`src/rtl/pc_pkg.sv`:
```
// Shared encodings and default vectors for the fetch-stage program counter.
package pc_pkg;

  typedef enum logic [1:0] {
    PCSEL_PC4 = 2'b00,
    PCSEL_BR  = 2'b01,
    PCSEL_JR  = 2'b10,
    PCSEL_JAL = 2'b11
  } pc_sel_e;

  typedef enum logic [1:0] {
    ST_BOOT,
    ST_RUN,
    ST_FLUSH
  } state_e;

  localparam logic [31:0] DEF_RESET_VECTOR = 32'h0000_0000;
  localparam logic [31:0] DEF_EXC_VECTOR   = 32'h0000_0180;

endpackage

```
`src/rtl/pc_unit_v2_if.sv`:
```
// Fetch-stage PC bus: pipeline-side controls/targets in, IMEM/IF-side PC state out.
interface pc_unit_v2_if #(
  parameter int PC_W    = 32,
  parameter int EPOCH_W = 2
);
  logic              EN;
  logic [1:0]        PC_Sel;
  logic [PC_W-1:0]   PC_4;
  logic [PC_W-1:0]   PC_Branch;
  logic [PC_W-1:0]   JR;
  logic [PC_W-1:0]   PC_JAL;
  logic              flush;
  logic              exc;
  logic [PC_W-1:0]   PC_IMEM;
  logic [PC_W-1:0]   PC_IF;
  logic              pc_valid;
  logic              flushing;
  logic              misalign;
  logic [EPOCH_W-1:0] epoch;

  modport master (
    output EN, PC_Sel, PC_4, PC_Branch, JR, PC_JAL, flush, exc,
    input  PC_IMEM, PC_IF, pc_valid, flushing, misalign, epoch
  );

  modport slave (
    input  EN, PC_Sel, PC_4, PC_Branch, JR, PC_JAL, flush, exc,
    output PC_IMEM, PC_IF, pc_valid, flushing, misalign, epoch
  );
endinterface

```
`src/rtl/pc_bubble_ctr.sv`:
```
// Loadable down-counter timing the post-redirect bubble window.
module pc_bubble_ctr #(
  parameter int CW       = 2,
  parameter int LOAD_VAL = 3
) (
  input  logic CLK,
  input  logic RST,
  input  logic load,
  input  logic dec,
  output logic done
);
  logic [CW-1:0] count_q;

  always_ff @(posedge CLK or posedge RST) begin
    if (RST)
      count_q <= '0;
    else if (load)
      count_q <= CW'(LOAD_VAL);
    else if (dec && count_q != '0)
      count_q <= count_q - CW'(1);
  end

  assign done = (count_q == CW'(1));
endmodule

```
`src/rtl/pc_unit_v2.sv`:
```
// MIPS150 fetch-stage PC: next-PC select with boot, flush/exception redirect,
// bubble window, alignment forcing and a redirect epoch tag.
module pc_unit_v2
  import pc_pkg::*;
#(
  parameter int              PC_W         = 32,
  parameter logic [PC_W-1:0] RESET_VECTOR = PC_W'(DEF_RESET_VECTOR),
  parameter logic [PC_W-1:0] EXC_VECTOR   = PC_W'(DEF_EXC_VECTOR),
  parameter int              FLUSH_CYCLES = 3,
  parameter int              EPOCH_W      = 2
) (
  input logic          CLK,
  input logic          RST,
  pc_unit_v2_if.slave  bus
);
  localparam int CNT_W = $clog2(FLUSH_CYCLES + 1);

  state_e             state_q, state_d;
  logic [PC_W-1:0]    pc_q, next_pc, raw_tgt, sel_tgt;
  logic               valid_q, valid_d, mis_q, mis_d;
  logic [EPOCH_W-1:0] epoch_q;
  logic               epoch_inc, cnt_load, cnt_dec, cnt_done;

  always_comb begin
    raw_tgt = bus.PC_4;
    case (bus.PC_Sel)
      PCSEL_BR:  raw_tgt = bus.PC_Branch;
      PCSEL_JR:  raw_tgt = bus.JR;
      PCSEL_JAL: raw_tgt = bus.PC_JAL;
      default:   raw_tgt = bus.PC_4;
    endcase
  end

  assign sel_tgt = {raw_tgt[PC_W-1:2], 2'b00};

  // Redirects sit above the state-driven choices, so they win even in BOOT/FLUSH.
  always_comb begin
    next_pc   = pc_q;
    state_d   = state_q;
    valid_d   = valid_q;
    mis_d     = mis_q;
    epoch_inc = 1'b0;
    cnt_load  = 1'b0;
    cnt_dec   = 1'b0;
    if (bus.exc) begin
      next_pc   = EXC_VECTOR;
      state_d   = ST_FLUSH;
      valid_d   = 1'b0;
      mis_d     = |EXC_VECTOR[1:0];
      epoch_inc = 1'b1;
      cnt_load  = 1'b1;
    end else if (bus.flush) begin
      next_pc   = sel_tgt;
      state_d   = ST_FLUSH;
      valid_d   = 1'b0;
      mis_d     = |raw_tgt[1:0];
      epoch_inc = 1'b1;
      cnt_load  = 1'b1;
    end else begin
      case (state_q)
        ST_BOOT: begin
          next_pc = RESET_VECTOR;
          state_d = ST_RUN;
          valid_d = 1'b0;
          mis_d   = |RESET_VECTOR[1:0];
        end
        ST_FLUSH: begin
          cnt_dec = 1'b1;
          valid_d = 1'b0;
          if (cnt_done) state_d = ST_RUN;
        end
        default: begin
          if (bus.EN) begin
            next_pc = sel_tgt;
            valid_d = 1'b1;
            mis_d   = |raw_tgt[1:0];
          end
        end
      endcase
    end
  end

  always_ff @(posedge CLK or posedge RST) begin
    if (RST) begin
      state_q <= ST_BOOT;
      pc_q    <= RESET_VECTOR;
      valid_q <= 1'b0;
      mis_q   <= 1'b0;
      epoch_q <= '0;
    end else begin
      state_q <= state_d;
      pc_q    <= next_pc;
      valid_q <= valid_d;
      mis_q   <= mis_d;
      if (epoch_inc) epoch_q <= epoch_q + EPOCH_W'(1);
    end
  end

  pc_bubble_ctr #(
    .CW       (CNT_W),
    .LOAD_VAL (FLUSH_CYCLES)
  ) u_bubble (
    .CLK  (CLK),
    .RST  (RST),
    .load (cnt_load),
    .dec  (cnt_dec),
    .done (cnt_done)
  );

  assign bus.PC_IMEM  = next_pc;
  assign bus.PC_IF    = pc_q;
  assign bus.pc_valid = valid_q;
  assign bus.flushing = (state_q == ST_FLUSH);
  assign bus.misalign = mis_q;
  assign bus.epoch    = epoch_q;
endmodule

```
`src/flat_wrapper.sv`:
```
// flat-port wrapper written by rule: the top's interface ports become plain ports
module pc_unit_v2_flat import pc_pkg::*;
#(
  parameter int              PC_W         = 32,
  parameter logic [PC_W-1:0] RESET_VECTOR = PC_W'(DEF_RESET_VECTOR),
  parameter logic [PC_W-1:0] EXC_VECTOR   = PC_W'(DEF_EXC_VECTOR),
  parameter int              FLUSH_CYCLES = 3,
  parameter int              EPOCH_W      = 2
)
  (CLK, RST, bus_EN, bus_PC_Sel, bus_PC_4, bus_PC_Branch, bus_JR, bus_PC_JAL, bus_flush, bus_exc, bus_PC_IMEM, bus_PC_IF, bus_pc_valid, bus_flushing, bus_misalign, bus_epoch);
  pc_unit_v2_if #(.PC_W(PC_W), .EPOCH_W(EPOCH_W)) bus_i ();
  input logic CLK;
  input logic RST;
  input wire logic [$bits(bus_i.EN)-1:0] bus_EN;
  input wire logic [$bits(bus_i.PC_Sel)-1:0] bus_PC_Sel;
  input wire logic [$bits(bus_i.PC_4)-1:0] bus_PC_4;
  input wire logic [$bits(bus_i.PC_Branch)-1:0] bus_PC_Branch;
  input wire logic [$bits(bus_i.JR)-1:0] bus_JR;
  input wire logic [$bits(bus_i.PC_JAL)-1:0] bus_PC_JAL;
  input wire logic [$bits(bus_i.flush)-1:0] bus_flush;
  input wire logic [$bits(bus_i.exc)-1:0] bus_exc;
  output wire logic [$bits(bus_i.PC_IMEM)-1:0] bus_PC_IMEM;
  output wire logic [$bits(bus_i.PC_IF)-1:0] bus_PC_IF;
  output wire logic [$bits(bus_i.pc_valid)-1:0] bus_pc_valid;
  output wire logic [$bits(bus_i.flushing)-1:0] bus_flushing;
  output wire logic [$bits(bus_i.misalign)-1:0] bus_misalign;
  output wire logic [$bits(bus_i.epoch)-1:0] bus_epoch;
  assign bus_i.EN = bus_EN;
  assign bus_i.PC_Sel = bus_PC_Sel;
  assign bus_i.PC_4 = bus_PC_4;
  assign bus_i.PC_Branch = bus_PC_Branch;
  assign bus_i.JR = bus_JR;
  assign bus_i.PC_JAL = bus_PC_JAL;
  assign bus_i.flush = bus_flush;
  assign bus_i.exc = bus_exc;
  assign bus_PC_IMEM = bus_i.PC_IMEM;
  assign bus_PC_IF = bus_i.PC_IF;
  assign bus_pc_valid = bus_i.pc_valid;
  assign bus_flushing = bus_i.flushing;
  assign bus_misalign = bus_i.misalign;
  assign bus_epoch = bus_i.epoch;
  pc_unit_v2 #(.PC_W(PC_W), .RESET_VECTOR(RESET_VECTOR), .EXC_VECTOR(EXC_VECTOR), .FLUSH_CYCLES(FLUSH_CYCLES), .EPOCH_W(EPOCH_W)) u_core (.CLK(CLK), .RST(RST), .bus(bus_i));
endmodule
```
`config.mk`:
```
export PLATFORM = sky130hd
export DESIGN_NAME = pc_unit_v2_flat
export DESIGN_NICKNAME = d
export VERILOG_FILES = /design/src/rtl/pc_pkg.sv /design/src/rtl/pc_unit_v2_if.sv /design/src/rtl/pc_bubble_ctr.sv /design/src/rtl/pc_unit_v2.sv /design/src/flat_wrapper.sv
export SDC_FILE = /design/constraint.sdc
export NUM_CORES = 1
export LEC_CHECK = 0
export CAP_MARGIN = 30
export CORE_UTILIZATION = 24
export DETAILED_ROUTE_END_ITERATION = 7
export PLACE_DENSITY = 0.64
export SLEW_MARGIN = 15
export SYNTH_ARGS = -nofsm -noshare
export SYNTH_HDL_FRONTEND = slang
export SYNTH_SLANG_ARGS = --single-unit
```
`constraint.sdc`:
```
create_clock -name CLK -period 1.55 [get_ports CLK]
set_clock_uncertainty 0.05 [all_clocks]
set_input_delay 0.2325 -clock CLK [delete_from_list [all_inputs] [get_ports CLK]]
set_output_delay 0.2325 -clock CLK [all_outputs]
set_load 0.02 [all_outputs]
```
==> flow_summary.json <==
{
  "die_width_um": 99.7,
  "antenna_found_initial": 0,
  "synthesis.area_sq_um": 2290,
  "detailroute.via_count": 2330,
  "dp.cells": 487,
  "mappedNetlistNets": 287,
  "placeableCoreArea_sq_um": 9240,
  "fin_crit_ns": 1.99,
  "synth.ff_latch_count": 40,
  "synth.cells.most_frequent": "dfrtp_1 (40), mux4_2 (30), a22o_1 (28), buf_2 (7), inv_1 (5)",
  "pwr_density_cell_nw_per_um2": 692,
  "cts_htree_levels": 2,
  "critical_path_peak_fanout": 15,
  "maximum_count_of_clock_buffers_along_a_single_path": 2,
  "crit_chain": "nand2b_4, a21boi_4, buf_12, a22o_1, buf_6",
  "clk_slew_on_worst_s_h_paths_ns": 0.08,
  "synthMostInstantiatedCell": "dfrtp_1",
  "slew_violations": 0,
  "grt_util_met2_pct": 32.8,
  "cts_sinks": 40,
  "overflow": 0,
  "violations": "negative setup slack",
  "slowest_delay_ns": 0.44,
  "post_drt_wl_per_cell_um": 17.4,
  "critPathKind": "reg -> out",
  "synth_top_family_by_area": "multiplexers",
  "synth_top_area_share_pct": 43.7,
  "final_antenna_net_count": 0,
  "instances_no_fill": 508,
  "largest_net_degree_at_the_start_of_global_routing": 41,
  "finalHoldViolations": 0,
  "max-slew-margin-rel_pct": 81.8,
  "edff_count_synth": 0,
  "fin_ws_ns": -0.436,
  "synth.area.top_cells": "dfrtp_1 (44%), mux4_2 (29%), a22o_1 (11%), buf_12 (1.7%), buf_2 (1.5%)",
  "routabilityCongestion": 0.805,
  "finalHoldWorstSlack_ns": 0.234,
  "cpMaxStageDelayCell": "dfrtp_2",
  "detailedPlace.worstSlack_ns": -0.886,
  "design.final.nets": 515,
  "yosys_warn_count": 0,
  "ir_worst_vdd_v": 0.000307,
  "yosys.area.top_type": "dfrtp_1",
  "setup_viol_count_final": 33,
  "io_pins": 204,
  "post_synth_mux_area_share_pct": 29.5,
  "hpwl_um": 6830,
  "gr-usage-met1_pct": 19.0,
  "synthAdderAreaFrac_pct": 1.09,
  "grt.total_usage_pct": 17.7,
  "tritoncts": "built",
  "seq_area_frac_synth_pct": 43.7,
  "post_synth_and_or_nand_nor_area_fraction_pct": 4.15,
  "max_cap_viol_count": 0,
  "design.die.area_sq_um": 9950,
  "period_share_pct": 128,
  "grt_most_used_layer": "met2",
  "placement_rows": 35,
  "share_of_the_synthesized_area_in_compound_gates_ao_oa_aoi_oai_pct": 14.6,
  "antennaDiodeCount": 0,
  "synth_cells": 150,
  "hold_class": "in -> async",
  "place.port_buffers": 203,
  "cts-hold-fix-buffers": 0,
  "routed_via_density": 4.59,
  "placed_cell_area_sq_um": 4690,
  "required_ns": 1.27,
  "postRouteWirelength_um": 8820,
  "cp-start-kind": "flop",
  "first_global_vias": 2545,
  "max_freq_mhz": 504,
  "grt.met3_usage_pct": 6.54,
  "root_buffer": "clkbuf_8",
  "drive_gt1_share_pct": 33.8,
  "tritoncts.num_buffers": 5,
  "first_pass_iters": 4,
  "asyncSetResetFlopFracSynth_pct": 100,
  "category_of_the_worst_setup_path_capture_point": "primary output",
  "synthToLayoutAreaGrowth_pct": 120,
  "final_cell_area_sq_um": 5050,
  "rsz0062_at_grt": "yes",
  "yosys_most_used_dff": "dfrtp_1",
  "result_of_the_run": "finished, violations left",
  "clk_latency_ns": 0.29,
  "post_synth_num_cell_types": 29,
  "number_of_violations_reported_at_the_end_of_detailed_routing_iteration_0": 15,
  "die_h_um": 99.7,
  "final_core_utilization_pct": 54.7,
  "synth_xor_xnor_area_share_pct": 1.15,
  "tightest_slew_ns": 0.269,
  "avgSynthCellArea_sq_um": 15.3,
  "drcViolationCount": 0,
  "grt_pass1_wl_um": 13300,
  "floorplan.initialDensity_pct": 24.8,
  "static_leakage_nw": 2.38,
  "worst_ep_arrival_time_ns": 1.70
}
-- per-stage QoR --
step | power [W] | TNS, ns
floorplan | 0.00180 | -0.0244
global placement | 0.00255 | -30.08
detailed placement | 0.00256 | -31.66
CTS | 0.00353 | -13.80
global route | 0.00369 | -15.49
finish | 0.00350 | -13.11
-- routing by layer --
layer  up-vias  part of all wire (%)
li1       1071                     -
met1      1134                    37
met2       121                    53
met3         4                   9.8
met4         0                  0.67
met5         -                     0
-- repair_timing --
action,in CTS,in global routing
setup buffers,7,5
endpoints found under the setup margin,59,44
cloned,1,1
gates resized for setup,236,22
pin swaps,5,6
-- flip-flops by register name (all words and copies together), names as in the netlist --
name and cells:
u_core.state_q 2, u_core.bus.PC_IF 32, u_core.u_bubble.count_q 2, u_core.bus.misalign 1
u_core.bus.pc_valid 1, u_core.bus.epoch 2
-- cells by family (layout without fill, tap and decap cells) --
kind of cell | Yosys count | in the layout
multiplexers | 30 | 30
adder cells (fa/ha/maj) | 2 | 2
AND/OR/NAND/NOR | 16 | 16
AO/OA/AOI/OAI | 40 | 40
flip-flops | 40 | 40
XOR/XNOR | 3 | 3
buffers and inverters | 19 | 248
-- worst paths after layout --
path,startpoint,to,slack [ns],depth (start not counted)
worst max-delay path,u_core.state_q[0]$_DFFE_PP0P_,bus_PC_IMEM[2],-0.44,5
worst max register to register,u_core.state_q[0]$_DFFE_PP0P_,u_core.bus.PC_IF[8]$_DFF_PP0_,-0.09,6
worst min-delay path,RST,u_core.bus.PC_IF[2]$_DFF_PP0_,0.23,3
worst min register to register,u_core.bus.epoch[1]$_DFFE_PP0N_,u_core.bus.epoch[1]$_DFFE_PP0N_,0.42,1
max in group asynchronous,RST,u_core.state_q[0]$_DFFE_PP0P_,1.00,3
min in group CLK,bus_exc,u_core.bus.pc_valid$_DFFE_PP0P_,0.31,2
-- cell type report --
class / instances / area, sq um
Clock buffer: 7 / 96.3
Clock inverter: 1 / 30.0
Tap cell: 129 / 161
Inverter: 5 / 18.8
Fill cell: 814 / 4190
Timing Repair Buffer: 235 / 2450
Sequential cell: 40 / 1000
Multi-Input combinational cell: 91 / 1290
-- power breakdown --
group | leakage [nW] | internal [W] | switching, W | total (W)
Combinational | 1.81 | 0.000815 | 0.000540 | 0.00136
Sequential | 0.511 | 0.00114 | 0.0000579 | 0.00119
Clock | 0.0645 | 0.000569 | 0.000379 | 0.000948
Total | 2.38 | 0.00252 | 0.000977 | 0.00350
-- worst max-delay path, delay by kind of cell (launching register included) --
family,cells,cell delay [ns]
AO/OA/AOI/OAI,2,0.47
flip-flops,1,0.44
buffers and inverters,2,0.32
AND/OR/NAND/NOR,1,0.17
-- cells in the final DEF, fill, tap and decap left out, types with 2 or more instances in the layout --
master / count
dlymetal6s2s_1: 10
inv_2: 2
buf_6: 36
clkbuf_8: 7
xnor2_1: 3
dlygate4sd2_1: 35
nand2b_4: 2
buf_4: 18
inv_1: 3
clkdlybuf4s50_1: 123
buf_12: 9
nor3_1: 2
nand2_1: 3
dfrtp_1: 39
a22o_1: 16
ha_1: 2
a22o_4: 12
o21ai_0: 4
a221o_1: 2
mux4_2: 30
buf_2: 2
and2_4: 2
Power figures use the tool's default switching activity.
